--- config.mk ---
export PLATFORM = sky130hd
export DESIGN_NAME = div_sched
export DESIGN_NICKNAME = d
export VERILOG_FILES = /design/src/rtl/rv_sched_pkg.sv /design/src/rtl/div_sched_oldest_pick.sv /design/src/rtl/div_sched.sv
export SDC_FILE = /design/constraint.sdc
export NUM_CORES = 1
export LEC_CHECK = 0
export BUFFER_PORTS_ARGS = -buffer_cell sky130_fd_sc_hd__buf_2
export CAP_MARGIN = 40
export CORE_MARGIN = 4
export CORE_UTILIZATION = 24
export CTS_CLUSTER_DIAMETER = 80
export CTS_CLUSTER_SIZE = 20
export DETAILED_ROUTE_END_ITERATION = 16
export REMOVE_ABC_BUFFERS = 1
export SKIP_CTS_REPAIR_TIMING = 1
export SLEW_MARGIN = 20
export SYNTH_ARGS = -nofsm -noshare
export SYNTH_HDL_FRONTEND = slang
export SYNTH_HIERARCHICAL = 1
export SYNTH_SLANG_ARGS = --single-unit
--- constraint.sdc ---
create_clock -name clk -period 12.7 [get_ports clk]
set_input_delay 3.175 -clock clk [delete_from_list [all_inputs] [get_ports clk]]
set_output_delay 3.175 -clock clk [all_outputs]
set_load 0.02 [all_outputs]
--- src/rtl/rv_sched_pkg.sv ---
// Shared scheduler types and defaults used by the divide scheduler and
// reusable by the other commit-window schedulers.
package rv_sched_pkg;

    localparam int NCOMMIT_DEF  = 32;
    localparam int LNCOMMIT_DEF = 5;
    localparam int DLAT_DEF     = 34;
    localparam int CNTW         = $clog2(DLAT_DEF + 1);

    typedef logic [LNCOMMIT_DEF-1:0] commit_idx_t;

    typedef enum logic [1:0] {
        IDLE = 2'd0,
        BUSY = 2'd1,
        DONE = 2'd2
    } div_state_t;

endpackage

--- src/rtl/div_sched_oldest_pick.sv ---
// Oldest-first selector over a circular commit window: rotate the mask so the
// head sits at bit 0, priority-encode the lowest set bit, then un-rotate.
module oldest_pick #(
    parameter int NCOMMIT  = 32,
    parameter int LNCOMMIT = 5
) (
    input  logic [NCOMMIT-1:0]  mask,
    input  logic [LNCOMMIT-1:0] head,
    output logic                any,
    output logic [LNCOMMIT-1:0] idx
);

    logic [2*NCOMMIT-1:0] w_dbl;
    logic [NCOMMIT-1:0]   w_rot;
    logic [LNCOMMIT-1:0]  w_p;

    assign w_dbl = {mask, mask};
    assign w_rot = w_dbl[head +: NCOMMIT];

    // Scan downward so the lowest set bit (nearest the head) wins.
    always_comb begin
        w_p = '0;
        for (int i = NCOMMIT - 1; i >= 0; i--) begin
            if (w_rot[i]) begin
                w_p = LNCOMMIT'(i);
            end
        end
    end

    assign any = |mask;
    assign idx = w_p + head;

endmodule

--- src/rtl/div_sched.sv ---
// Issue scheduler for the single shared, non-pipelined divide/remainder unit:
// picks the oldest ready entry, tracks the fixed latency, reports completion.
module div_sched
    import rv_sched_pkg::*;
#(
    parameter int NCOMMIT  = NCOMMIT_DEF,
    parameter int LNCOMMIT = LNCOMMIT_DEF,
    parameter int DLAT     = DLAT_DEF
) (
    input  logic                clk,
    input  logic                reset,
    input  logic [LNCOMMIT-1:0] commit_head,
    input  logic [NCOMMIT-1:0]  div_ready,
    input  logic [NCOMMIT-1:0]  commit_kill,
    output logic                issue_valid,
    output logic [LNCOMMIT-1:0] issue_addr,
    output logic [NCOMMIT-1:0]  issue_ack,
    output logic                busy,
    output logic                done_valid,
    output logic [LNCOMMIT-1:0] done_addr
);

    localparam int CW = $clog2(DLAT + 1);

    div_state_t          r_state;
    logic [CW-1:0]       r_cnt;
    logic [LNCOMMIT-1:0] r_cur;
    logic                r_issue_valid;
    logic [LNCOMMIT-1:0] r_issue_addr;
    logic [NCOMMIT-1:0]  r_issue_ack;

    logic [NCOMMIT-1:0]  w_cand;
    logic                w_any;
    logic [LNCOMMIT-1:0] w_sel;
    logic                w_cur_killed;
    logic                w_launch;
    logic [NCOMMIT-1:0]  w_sel_onehot;

    assign w_cand = div_ready & ~commit_kill;

    oldest_pick #(
        .NCOMMIT  (NCOMMIT),
        .LNCOMMIT (LNCOMMIT)
    ) u_pick (
        .mask (w_cand),
        .head (commit_head),
        .any  (w_any),
        .idx  (w_sel)
    );

    assign w_cur_killed = commit_kill[r_cur];
    // DONE runs the same pick as IDLE so a new op can follow back-to-back.
    assign w_launch     = w_any && ((r_state == IDLE) || (r_state == DONE));
    assign w_sel_onehot = {{(NCOMMIT-1){1'b0}}, 1'b1} << w_sel;

    always_ff @(posedge clk) begin
        if (reset) begin
            r_state       <= IDLE;
            r_cnt         <= '0;
            r_cur         <= '0;
            r_issue_valid <= 1'b0;
            r_issue_addr  <= '0;
            r_issue_ack   <= '0;
        end else begin
            r_issue_valid <= w_launch;
            r_issue_ack   <= w_launch ? w_sel_onehot : '0;
            if (w_launch) begin
                r_issue_addr <= w_sel;
            end
            case (r_state)
                IDLE, DONE: begin
                    if (w_launch) begin
                        r_cur   <= w_sel;
                        r_cnt   <= CW'(DLAT - 1);
                        r_state <= BUSY;
                    end else begin
                        r_state <= IDLE;
                    end
                end
                BUSY: begin
                    if (w_cur_killed) begin
                        r_cnt   <= '0;
                        r_state <= IDLE;
                    end else begin
                        r_cnt <= r_cnt - 1'b1;
                        if (r_cnt == CW'(1)) begin
                            r_state <= DONE;
                        end
                    end
                end
                default: begin
                    r_cnt   <= '0;
                    r_state <= IDLE;
                end
            endcase
        end
    end

    assign issue_valid = r_issue_valid;
    assign issue_addr  = r_issue_addr;
    assign issue_ack   = r_issue_ack;
    assign busy        = (r_state == BUSY);
    assign done_valid  = (r_state == DONE) && !w_cur_killed;
    assign done_addr   = (r_state == DONE) ? r_cur : '0;

    a_ack_onehot: assert property (@(posedge clk) $onehot0(issue_ack));
    a_no_overlap: assert property (@(posedge clk) disable iff (reset)
                                   issue_valid |-> !$past(busy));
    a_dlat_min:   assert property (@(posedge clk) DLAT >= 2);

endmodule

==> run summary, run 1 <==
The tool flagged a number of max-cap violations equal to 0. In this run the most used layer during global routing was met2. The critical path arrival is ~8.7 ns. The combined global-route utilization of all metal layers came out at between 10% and 20%. The wire length per cell is ~20 µm. The number of nets still failing antenna checks after routing is 0. The initial cell density of the core came out at about a quarter. The maximum number of pins on one net before global-route repair came out at 69. The sequential cell area fraction in the yosys report is approximately 16%. After clock tree synthesis, the clock-pin slew on the worst setup and hold paths is about 0.060 ns. The share of synthesized registers carrying an async set or reset is 0%. The DRC violation count after routing is 0. The run finished with clean final reports. The synthesized area per cell came out at 10.0 µm². The launching element of the worst setup path is commit_head[4].

After layout, the worst path uses 66.8% of the clock period. The fill cell instance count of the final layout came out at ~2700. The sequential group share of total power came out at a little over a quarter. The number of nets in the finished design is around 790.

From synthesis to final layout, the design area changed by 17.8%. For the final database, setup skew stands at approximately 0.0044 ns. The data required time of the worst path came out at 12.91 ns. The peak supply drop came out at ~63 µV.

After floorplanning, the core was divided into 58 placement rows. In this run the power spent charging and discharging nets is around 0.3 mW. From bottom edge to top edge, the die measures ~170 µm. The total overflow left after global routing is 0. The combinational group share of total power came out at between 50 and 60%. STA classifies the critical path startpoint as an input pin. The number of iterations in the first detailed-routing pass came out at 6.

For this design, the sink count on the clock tree is between 50 and 60. In the global route stage, met3 resource usage came out at around 2.8%. TritonCTS built the clock tree. The number of cells on the worst reg-to-reg path came out at 7.

The number of clock buffers inserted by TritonCTS came out at 5. The first global-routing pass estimated approximately 32000 µm of wire. The summed negative setup slack over all endpoints is 0 ns.

By area the synthesized netlist is led by sky130_fd_sc_hd__mux4_2 (29%), sky130_fd_sc_hd__dfxtp_1 (16%), sky130_fd_sc_hd__mux2i_1 (8.2%). The post-route minimum period is between 8 and 9 ns. The cell-internal power came out at about 0.43 mW. The maximum clock path buffer count came out at 2. The instance count of the mapped netlist is about 620. The power share of the clock group is a little under a fifth. The count of final hold-check violations was 0. The unique cell type count in the Yosys netlist is ~80. Summed over all layers, the routed wires come to 20700 µm.

In this run the worst hold path is classified as reg -> reg. The synthesized netlist occupies a cell area of ~0.0062 mm². The number of antenna violations at the first check in global routing was 0. The HPWL after detailed placement is 16100 µm. The number of global-route vias before repair is 5743.

The post-route netlist has a little over a third of its cells at a drive strength greater than 1. The cell depth of the worst min-delay path is 2. The leakage power came out at around 2.9 nW.

The diode insertion count for antenna repair is 0. After floorplanning, the core was sized to cover ~0.025 mm². The fraction of met2 tracks used by global routing is between 20% and 30%.

The average vias per placed instance is roughly 5.6. The top cell type's share of synthesized area came out at 28.7%. The DRC violation total after the first TritonRoute iteration is around 560.

The overall die width is ~170 µm. The max-slew headroom at the worst pin is about two fifths. The worst flop-to-flop path startpoint is r_cur[1]$_SDFFE_PP0P_. The count of vias placed by the detailed router is between 5000 and 6000. The final-report max-slew violation count came out at 0.

The largest area contributor in the synthesized netlist is sky130_fd_sc_hd__mux4_2. The kind of critical path is in -> reg. The count of port buffers added during placement is about 120. The maximum clock frequency is around 120 MHz. The worst-margin pin slew came out at approximately 0.92 ns.

In the synthesized netlist the dominant register cell turns out to be sky130_fd_sc_hd__dfxtp_1. The die footprint is between 0.02 and 0.03 mm². The kind of end point of the critical path is a register. The setup-violating endpoint count in the final report came out at 0. The maximum fanout count along the critical path is 33. The final estimated routing congestion in global placement came out at between 0.9 and 1. Net switching is 41.0% of the power. The root buffer selected by CTS is sky130_fd_sc_hd__clkbuf_16. The count of H-tree levels built during CTS came out at 2.

Setup repair after global routing left no endpoint under its margin. In this run the most critical hold path is launched from issue_addr[3]$_SDFFE_PP0N_. Yosys mapped a number of flops with a built-in enable equal to 0. Global routing consumed, on the met1 layer, 18.5% of the routing resources. The total of flip-flops plus latches after synthesis came out at just over 50. The power density of the placed cells came out at slightly below 100 mW/mm². The number of warning messages in the yosys log is 6. The top-level I/O count came out at approximately 120. The post-layout total power came out at around 0.72 mW. At the later pin of the worst-skew pair, clock insertion delay measures ~0.29 ns.
cell type report:
cell class / count / area (µm²) / area share, %
clock inverters: 1 / 7.51 / 0.103
multi-input cells: 510 / 4860 / 66.6
repair buffers: 133 / 788 / 10.8
well taps: 330 / 413 / 5.66
inverters: 14 / 52.6 / 0.720
clock buffers: 7 / 153 / 2.09
flip-flops and latches: 51 / 1020 / 14.0
layer usage:
layer | share of wire [%] | vias to the layer above
li1 | - | 2636
met1 | 40 | 2814
met2 | 47 | 398
met3 | 9.7 | 54
met4 | 3.4 | 0
met5 | 0 | -
synthesized netlist by cell type (all sizes together), types with 11 or more instances:
master and number:
mux2i 51, mux4 83, nand3 12, nor3 16
nor4 11, dfxtp 51, a21oi 23, mux2 22
nor2b 38, nand2 47, nand2b 12, nor2 50
clkbuf 21, inv 13, buf 21, o22ai 14
flip-flops by register name (all words and copies together), names as in the netlist:
signal and flops:
issue_addr 5, issue_ack 32, r_cnt 6, r_state 2, r_cur 5, issue_valid 1
layout by cell type (no fill, tap or decap), drive strengths merged, types with 4 or more instances in the layout:
master  count
a211oi      6
a21o        7
a21oi      23
a221o       9
a221oi      6
a22o        4
a22oi       5
and2       10
and2b       4
buf       130
clkbuf     10
dfxtp      51
ha          6
inv        13
mux2       22
mux2i      51
mux4       83
nand2      47
nand2b     12
nand3      12
nand4       4
nor2       50
nor2b      38
nor3       16
nor4       11
o211ai      5
o21ai       4
o22a        5
o22ai      14
or4         4
xnor2       5
per-stage QoR:
stage                     area (µm²)  cells  hold WS, ns  worst slack, ns  util, %
after CTS                       7200   1038        0.460             4.29     28.5
after global routing            7300   1046        0.480             3.71     28.9
after global placement          6960   1024        0.449             4.13     27.6
after detailed placement        7040   1030        0.451             4.01     27.9
final                           7300   1046        0.455             4.22     28.9
after floorplan                 5940    575        0.466             4.90        -
final timing paths:
check                               endpoint  slack (ns)
hold / removal    issue_addr[3]$_SDFFE_PP0N_        0.46
setup / recovery     issue_ack[4]$_SDFF_PP0_        4.22
setup reg to reg     r_state[1]$_SDFFE_PP0P_       10.45
hold reg to reg   issue_addr[3]$_SDFFE_PP0N_        0.46
cell families after synthesis:
logic type / after synthesis / synth area share [%]
simple gates: 225 / 19.2
fa+ha+maj: 7 / 1.53
buf+inv: 56 / 5.01
compound gates: 117 / 14.4
flops: 51 / 16.5
xor+xnor: 5 / 0.707
mux: 156 / 42.7
power by group through the flow:
stage | Clock (mW) | Sequential (mW) | Combinational, mW
floorplan | 0 | 0.211 | 0.249
detailed placement | 0 | 0.200 | 0.382
global route | 0.147 | 0.199 | 0.423
global placement | 0 | 0.199 | 0.379
CTS | 0.141 | 0.196 | 0.383
finish | 0.138 | 0.196 | 0.389
worst max-delay path: stages:
cell and delay [ns]:
sky130_fd_sc_hd__buf_2 0.57, sky130_fd_sc_hd__clkinv_1 0.71, sky130_fd_sc_hd__nor2_1 0.72, sky130_fd_sc_hd__a31oi_1 0.22, sky130_fd_sc_hd__o211ai_1 0.15, sky130_fd_sc_hd__nor2_1 0.09, sky130_fd_sc_hd__a2111oi_0 0.51, sky130_fd_sc_hd__a211oi_1 0.15
sky130_fd_sc_hd__and4b_1 0.26, sky130_fd_sc_hd__ha_1 0.16, sky130_fd_sc_hd__inv_1 0.06, sky130_fd_sc_hd__fa_1 0.42, sky130_fd_sc_hd__xnor2_1 0.58, sky130_fd_sc_hd__nand2b_1 0.25, sky130_fd_sc_hd__or4_1 0.52, sky130_fd_sc_hd__nor3_1 0.15
No activity file was read; power rests on OpenSTA's default activity.
==> run 2: changes to the inputs <==
==> constraint.sdc (replaced) <==
create_clock -name clk -period 8.47 [get_ports clk]
set_input_delay 2.1175 -clock clk [delete_from_list [all_inputs] [get_ports clk]]
set_output_delay 2.1175 -clock clk [all_outputs]
set_load 0.02 [all_outputs]
==> run 2 against run 1 <==
Power up 48%. Utilization about the same. Critical path depth unchanged. Clock power up 38%. Register-to-register slack worse by 4.2 ns. Die area unchanged. Combinational power up 51%. Hold slack better by 0.0028 ns. Largest cell class unchanged. Highest routed layer unchanged.
==> run summary, run 2 (synthesis gave the netlist of run 1 again) <==
The count of port buffers added during placement is 115 (unchanged). The maximum clock path buffer count came out at 2 (unchanged). The leakage power is 2.92 nW (+0.68%). The average vias per placed instance is 5.68 (+0.75%). The type of origin of the critical path is an input pin. The number of nets in the finished design was 804 (+1.4%). The total wire length came out at 21900 µm (+6.0%). The clock transition at the registers of the reported paths came to 0.06 ns (about the same).

The utilization of the core after routing came out at 28.9% (about the same). The number of iterations in the first detailed-routing pass is 5 (-1). The layout cell share with drive strength beyond 1 came to 36.0% (+0.84 points). The count of vias placed by the detailed router came out at 6009 (+1.8%). The most frequent standard cell in the layout excluding fill and tap cells is sky130_fd_sc_hd__buf_2. The setup-violating endpoint count in the final report is 0 (unchanged). In the layout the commonest cells are sky130_fd_sc_hd__buf_2 (114), sky130_fd_sc_hd__mux4_2 (79), sky130_fd_sc_hd__mux2i_1 (51), sky130_fd_sc_hd__dfxtp_1 (51), sky130_fd_sc_hd__nor2_1 (50).

The cell total after placement came out at 1042 (+1.2%). The maximum number of pins on one net before global-route repair came out at 33 (-52%). Setup repair after global routing left no endpoint under its margin. The flip-flop count of the largest register after layout is 32 (unchanged). The critical path goes through buf_2, buf_4, mux4_2, mux2i_1, mux4_2, o2111a_1, or3b_1, o21ai_1, a21boi_1, o311a_1, ha_1, a21oi_1, xnor2_1, nand2b_1, or4_1, nor3_1. The number of global-route vias before repair came to 5880 (+2.4%). The diode insertion count for antenna repair came out at 0 (unchanged). The die footprint is 0.0285 mm² (unchanged). The number of nets still failing antenna checks after routing is 0 (unchanged). The number of cells in the finished layout apart from fillers was 1057 (+1.1%).

The HPWL after detailed placement is 17000 µm (+5.4%). The peak supply drop is 96.4 µV (+54%). The cell-internal power came out at 0.623 mW (+46%). The routed design could run at a clock period as short as 7.11 ns. The power share of the clock group is 17.7% (-1.3 points).

The root buffer cell chosen for the clock tree is sky130_fd_sc_hd__clkbuf_16. The first-pass GRT wire length came out at 33900 µm (+4.9%). The maximum clock frequency came out at roughly 140 MHz.

The buffers plus inverters on the worst setup path came to 2 (-1). The clock skew came out at 0.00160 ns (-0.00278 ns). The top-level I/O count came out at 116 (unchanged).

TritonCTS built the clock tree. The count of final hold-check violations is 0 (unchanged). In this run the worst hold path is classified as reg -> reg. The number of antenna violations at the first check in global routing was 0 (unchanged).

The wire length per cell is 20.7 µm (+4.9%). The area growth from synthesis to final layout came to 17.8% (about the same). The number of clock sinks was 51 (unchanged). The site row count is 58 (unchanged).

The number of clock buffers inserted by TritonCTS is 5 (unchanged). In this design, the largest share of critical-path delay is due to multiplexers. The final-report max-slew violation count came out at 0 (unchanged). The number of max-cap violations came out at 0 (unchanged).

The critical path in this run is classified as in -> reg. The summed negative setup slack over all endpoints is 0 ns (unchanged). The combinational group share of total power came out at 54.9% (+1.1 points). The net switching power came to 0.450 mW (+52%). The insertion delay of the later-clocked pin in the worst-skew pair was 0.28 ns (about the same). The initial cell density of the core came to 24.5% (unchanged). The overall die width came out at 169 µm (unchanged). The sequential group share of total power is 27.4% (+0.3 points). The final estimated routing congestion in global placement was 0.938 (+3.2%). The kind of end point of the critical path is a register. The slowest stage of the critical path belongs to the cell sky130_fd_sc_hd__xnor2_1. The switching share of power was 41.9% (+0.92 points). The data required time of the worst path is 8.68 ns (-4.23 ns). The maximum fanout count along the critical path is 21 (-36%). The core outline area is 0.0253 mm² (unchanged). The combined global-route utilization of all metal layers is 14.8% (+0.70 points). The critical path arrival is 7.32 ns (-1.37 ns). The total grt overflow came out at 0 (unchanged). The max-slew headroom at the worst pin came out at 36.0% (-2.6 points). The largest stage delay on the critical path came to 0.62 ns (-0.10 ns).

The vertical extent of the die was 169 µm (unchanged). The area of the multi-input gates came out at 0.00486 mm² (unchanged). The power density of the placed cells came out at 147 mW/mm² (+48%). The DRC violation total after the first TritonRoute iteration came out at 883 (+58%). The worst-margin pin slew was 0.957 ns (+0.0392 ns). Counting stages on the worst path, the most repeated cell is sky130_fd_sc_hd__mux4_2. The post-route fraction of the period consumed by the critical path came out at a little over four fifths. The fill cell instance count of the final layout is 2698 (+0.037%). The run finished with clean final reports.

The count of H-tree levels built during CTS came to 2 (unchanged). The total area of sequential cells came out at 0.00102 mm² (unchanged). The DRC violation count after routing is 0 (unchanged).
[run 2: path summary, 6_finish.rpt]
kind / startpoint / to / slack [ns] / cells after the start
hold reg to reg: issue_addr[3]$_SDFFE_PP0N_ / issue_addr[3]$_SDFFE_PP0N_ / 0.46 / 2
setup / recovery: commit_head[2] / issue_ack[8]$_SDFF_PP0_ / 1.36 / 16
hold / removal: issue_addr[3]$_SDFFE_PP0N_ / issue_addr[3]$_SDFFE_PP0N_ / 0.46 / 2
setup reg to reg: r_cur[1]$_SDFFE_PP0P_ / r_cnt[5]$_SDFFE_PP0P_ / 6.21 / 7
[run 2: power groups by stage]
stage	clock network, mW	logic, mW	registers, mW
final	0.190	0.588	0.294
after global routing	0.201	0.639	0.299
after CTS	0.194	0.579	0.294
after detailed placement	0	0.578	0.299
after global placement	0	0.571	0.299
after floorplan	0	0.373	0.316
[run 2: through the flow]
| step | total power [mW] | hold WS, ns | setup slack, ns | cell area, µm² |
|---|---|---|---|---|
| after floorplan | 0.689 | 0.466 | 2.08 | 5940 |
| after global placement | 0.870 | 0.449 | 1.07 | 7060 |
| after detailed placement | 0.877 | 0.454 | 1.12 | 7110 |
| after CTS | 1.07 | 0.463 | 1.41 | 7250 |
| after global routing | 1.14 | 0.491 | 0.935 | 7300 |
| final | 1.07 | 0.458 | 1.36 | 7300 |
[run 2: per-layer routing]
layer / share of wire (%) / vias up / GRT usage (%)
li1: - / 2677 / -
met1: 41 / 2925 / 20.1
met2: 48 / 376 / 25.2
met3: 8.5 / 31 / 2.15
met4: 1.7 / 0 / 2.86
met5: 0 / - / 0
[run 2: worst register-to-register path, cell delays in order (launching register included)]
cell                        delay [ns]
sky130_fd_sc_hd__dfxtp_1          0.30
sky130_fd_sc_hd__buf_4            0.29
sky130_fd_sc_hd__mux2_2           0.42
sky130_fd_sc_hd__o2bb2ai_1        0.18
sky130_fd_sc_hd__a211oi_1         0.09
sky130_fd_sc_hd__a31o_4           0.27
sky130_fd_sc_hd__or4_1            0.50
sky130_fd_sc_hd__a21oi_1          0.13
[run 2: area by class of cell]
type                       count  share of cell area (%)
multi-input combinational    510                    66.6
sequential                    51                    14.0
timing repair buffer         144                    11.1
tap                          330                    5.66
clock buffer                   6                    1.77
inverter                      14                   0.720
clock inverter                 2                   0.171
==> run 3: changes to the inputs <==
==> constraint.sdc (replaced) <==
create_clock -name clk -period 7.4 [get_ports clk]
set_input_delay 1.85 -clock clk [delete_from_list [all_inputs] [get_ports clk]]
set_output_delay 1.85 -clock clk [all_outputs]
set_load 0.02 [all_outputs]
==> run 3 against run 2 <==
Critical endpoint unchanged. Hold slack improved by 0.00052 ns. Clock skew rose by 0.0010 ns. Highest routed layer unchanged. Sequential power rose by 14%. Count of clock-buffer cells in the layout fell by 1. Largest cell class unchanged.
==> run summary, run 3 (synthesis gave the netlist of run 1 again) <==
The run finished with clean final reports. The min-delay analysis places its worst path in the category reg -> reg. The DRC violation total after the first TritonRoute iteration is 703 (-20%). The max-slew headroom at the worst pin came to 34.4% (-1.7 points). The average vias per placed instance is 5.69 (about the same). The count of H-tree levels built during CTS came out at 2 (unchanged). Among all stages on the critical path, the largest delay is contributed by sky130_fd_sc_hd__or4_1.

The flip-flop count of the largest register after layout came out at 32 (unchanged). The number of nets in the finished design came to 808 (+0.50%). STA classifies the critical path endpoint as a register. The number of cells on the worst reg-to-reg path was 7 (unchanged). Compared with the post-synthesis result, the final layout area differs by 19.2%. The combined global-route utilization of all metal layers came out at 14.8% (about the same). The number of clock buffers inserted by TritonCTS is 5 (unchanged). The data required time of the worst path was 7.61 ns (-1.07 ns). Traced cell by cell, the critical path runs through buf_2, buf_12, mux4_2, mux4_2, mux2_4, a21o_1, a2111o_1, a211oi_1, and4b_1, ha_1, inv_1, fa_1, inv_1, a21o_1, a21oi_1, xnor2_1, xnor2_1, or4_1, nor3_1. The tree is rooted in a sky130_fd_sc_hd__clkbuf_16. STA classifies the critical path startpoint as an input pin. The switching share of power came out at 41.1% (-0.88 points). The worst-margin pin slew was 0.982 ns (+0.0251 ns).

The setup-violating endpoint count in the final report came out at 0 (unchanged). The worst hold slack is 0.458 ns (+0.000525 ns). The first-pass GRT wire length was 33800 µm (-0.18%). The cell-internal power is 0.755 mW (+21%). The number of nets still failing antenna checks after routing is 0 (unchanged).

The maximum clock path buffer count is 2 (unchanged). The critical path is of the in -> reg type. The number of iterations in the first detailed-routing pass is 5 (unchanged). The maximum clock frequency is 151 MHz. The peak supply drop came out at 105 µV (+9.0%). The net switching power is 0.526 mW (+17%). The cell depth of the worst min-delay path came to 2 (unchanged). The worst path needs approximately 6.6 ns of the cycle, external delays included. The summed negative setup slack over all endpoints came out at 0 ns (unchanged).

The overall die width came to 169 µm (unchanged). The clock transition at the registers of the reported paths came out at 0.06 ns (about the same). The number of clock sinks came out at 51 (unchanged).

The endpoint identified for the worst register-to-register timing path is r_cnt[5]$_SDFFE_PP0P_. The leakage power was 2.97 nW (+1.6%). The final estimated routing congestion in global placement is 0.920 (-2.0%).

The maximum number of pins on one net before global-route repair came to 43 (+30%). The number of global-route vias before repair came out at 5738 (-2.4%). The number of cells in the finished layout apart from fillers is 1061 (+0.38%). The number of antenna violations at the first check in global routing came out at 0 (unchanged).

The maximum fanout count along the critical path was 21 (unchanged). The sequential group share of total power is 26.2% (-1.2 points). The utilization of the core after routing is 29.2% (+0.33 points). The most frequent standard cell in the layout excluding fill and tap cells is sky130_fd_sc_hd__buf_2. The final-report max-slew violation count is 0 (unchanged). The diode insertion count for antenna repair is 0 (unchanged). The wire length per cell is 20.7 µm (-0.25%). The clock skew is 0.00262 ns (+0.00102 ns). The power share of the clock group came out at 20.3% (+2.6 points). The number of max-cap violations is 0 (unchanged). The HPWL after detailed placement is 16900 µm (-0.56%). The path with the worst hold slack has its endpoint at issue_addr[2]$_SDFFE_PP0N_.

The startpoint identified for the worst hold timing path is issue_addr[2]$_SDFFE_PP0N_. The fill cell instance count of the final layout came out at 2693 (-0.19%). The count of vias placed by the detailed router is 6033 (+0.40%).

The layout cell share with drive strength beyond 1 came to 36.5% (+0.49 points). The total grt overflow came out at 0 (unchanged). The top-level I/O count came out at 116 (unchanged). The count of port buffers added during placement came out at 115 (unchanged). The DRC violation count after routing is 0 (unchanged). TritonCTS built the clock tree. The count of final hold-check violations is 0 (unchanged). The insertion delay of the later-clocked pin in the worst-skew pair is 0.29 ns (about the same). The cell total after placement is 1043 (+0.096%). The post-route fraction of the period consumed by the critical path is 89.3%. The initial cell density of the core came to 24.5% (unchanged). The largest stage delay on the critical path is 0.62 ns (about the same). The combinational group share of total power came to 53.5% (-1.4 points). The vertical extent of the die came out at 169 µm (unchanged).

In the layout the commonest cells are sky130_fd_sc_hd__buf_2 (114), sky130_fd_sc_hd__mux4_2 (79), sky130_fd_sc_hd__mux2i_1 (51), sky130_fd_sc_hd__dfxtp_1 (51), sky130_fd_sc_hd__nor2_1 (50). The core outline area was 0.0253 mm² (unchanged). The die footprint is 0.0285 mm² (unchanged). The power density of the placed cells was 174 mW/mm² (+18%). The worst flop-to-flop path startpoint is r_cur[1]$_SDFFE_PP0P_. The site row count came out at 58 (unchanged).

The total wire length came to 21900 µm (+0.13%). The post-layout total power is 1.28 mW (+19%). Setup repair after global routing left no endpoint under its margin. The slack of the worst reg-to-reg path is 5.17 ns (-1.04 ns). The critical path arrival is 6.82 ns (-0.50 ns).
-- run 3: changes by cell type in the layout (fill, tap and decap cells not counted) --
cell / delta
sky130_fd_sc_hd__bufinv_16: +1
sky130_fd_sc_hd__clkbuf_4: +2
sky130_fd_sc_hd__clkbuf_1: -1
sky130_fd_sc_hd__buf_12: +2
sky130_fd_sc_hd__clkinvlp_4: -1
sky130_fd_sc_hd__clkinv_4: +1
-- run 3: metal layers --
layer / up-vias / part of all wire (%) / track usage (%) / routed length (µm)
met5: - / 0 / 0 / 0
met4: 0 / 4.0 / 4.30 / 882
met3: 74 / 9.9 / 2.57 / 2170
met2: 418 / 46 / 24.4 / 10000
met1: 2859 / 40 / 19.9 / 8880
li1: 2682 / - / - / -
-- run 3: power by group through the flow --
stage,logic [mW],clock network [mW],registers (mW)
after global routing,0.739,0.276,0.341
after detailed placement,0.671,0,0.343
after global placement,0.664,0,0.342
after floorplan,0.427,0,0.362
after CTS,0.675,0.263,0.337
final,0.685,0.260,0.336
-- run 3: per-stage QoR --
step           setup slack (ns)  instance area, µm²
4_1_cts                   0.793                7310
2_1_floorplan              1.28                5940
5_1_grt                   0.463                7380
3_3_place_gp              0.588                7080
6_report                  0.792                7380
3_5_place_dp              0.499                7140
-- run 3: area by class of cell --
| cell class | instances | area, µm² | share of cell area [%] |
|---|---|---|---|
| Sequential cell | 51 | 1020 | 13.8 |
| Tap cell | 330 | 413 | 5.59 |
| Clock buffer | 5 | 125 | 1.69 |
| Clock inverter | 3 | 43.8 | 0.593 |
| Timing Repair Buffer | 148 | 863 | 11.7 |
| Inverter | 14 | 52.6 | 0.712 |
| Multi-Input combinational cell | 510 | 4860 | 65.9 |
-- run 3: how the worst max path moves through the flow --
stage                   start                 endpoint  slack (ns)  cells after the start
2_1_floorplan    div_ready[8]  issue_ack[8]$_SDFF_PP0_        1.28                     18
3_3_place_gp   commit_head[2]  issue_ack[4]$_SDFF_PP0_        0.59                     19
3_5_place_dp   commit_head[2]  issue_ack[4]$_SDFF_PP0_        0.50                     19
4_1_cts        commit_head[2]  issue_ack[8]$_SDFF_PP0_        0.79                     19
5_1_grt        commit_head[2]  issue_ack[8]$_SDFF_PP0_        0.46                     19
6_report       commit_head[2]  issue_ack[8]$_SDFF_PP0_        0.79                     19
-- run 3: critical path: cells and delay by family --
kind | cells | cell delay (ns)
AOI/OAI and AO/OA | 5 | 1.19
and+or+nand+nor | 3 | 1.01
xor gates and xnor gates | 2 | 0.32
buffers and inverters | 4 | 0.72
adders and majority gates | 2 | 0.40
muxes | 3 | 1.33
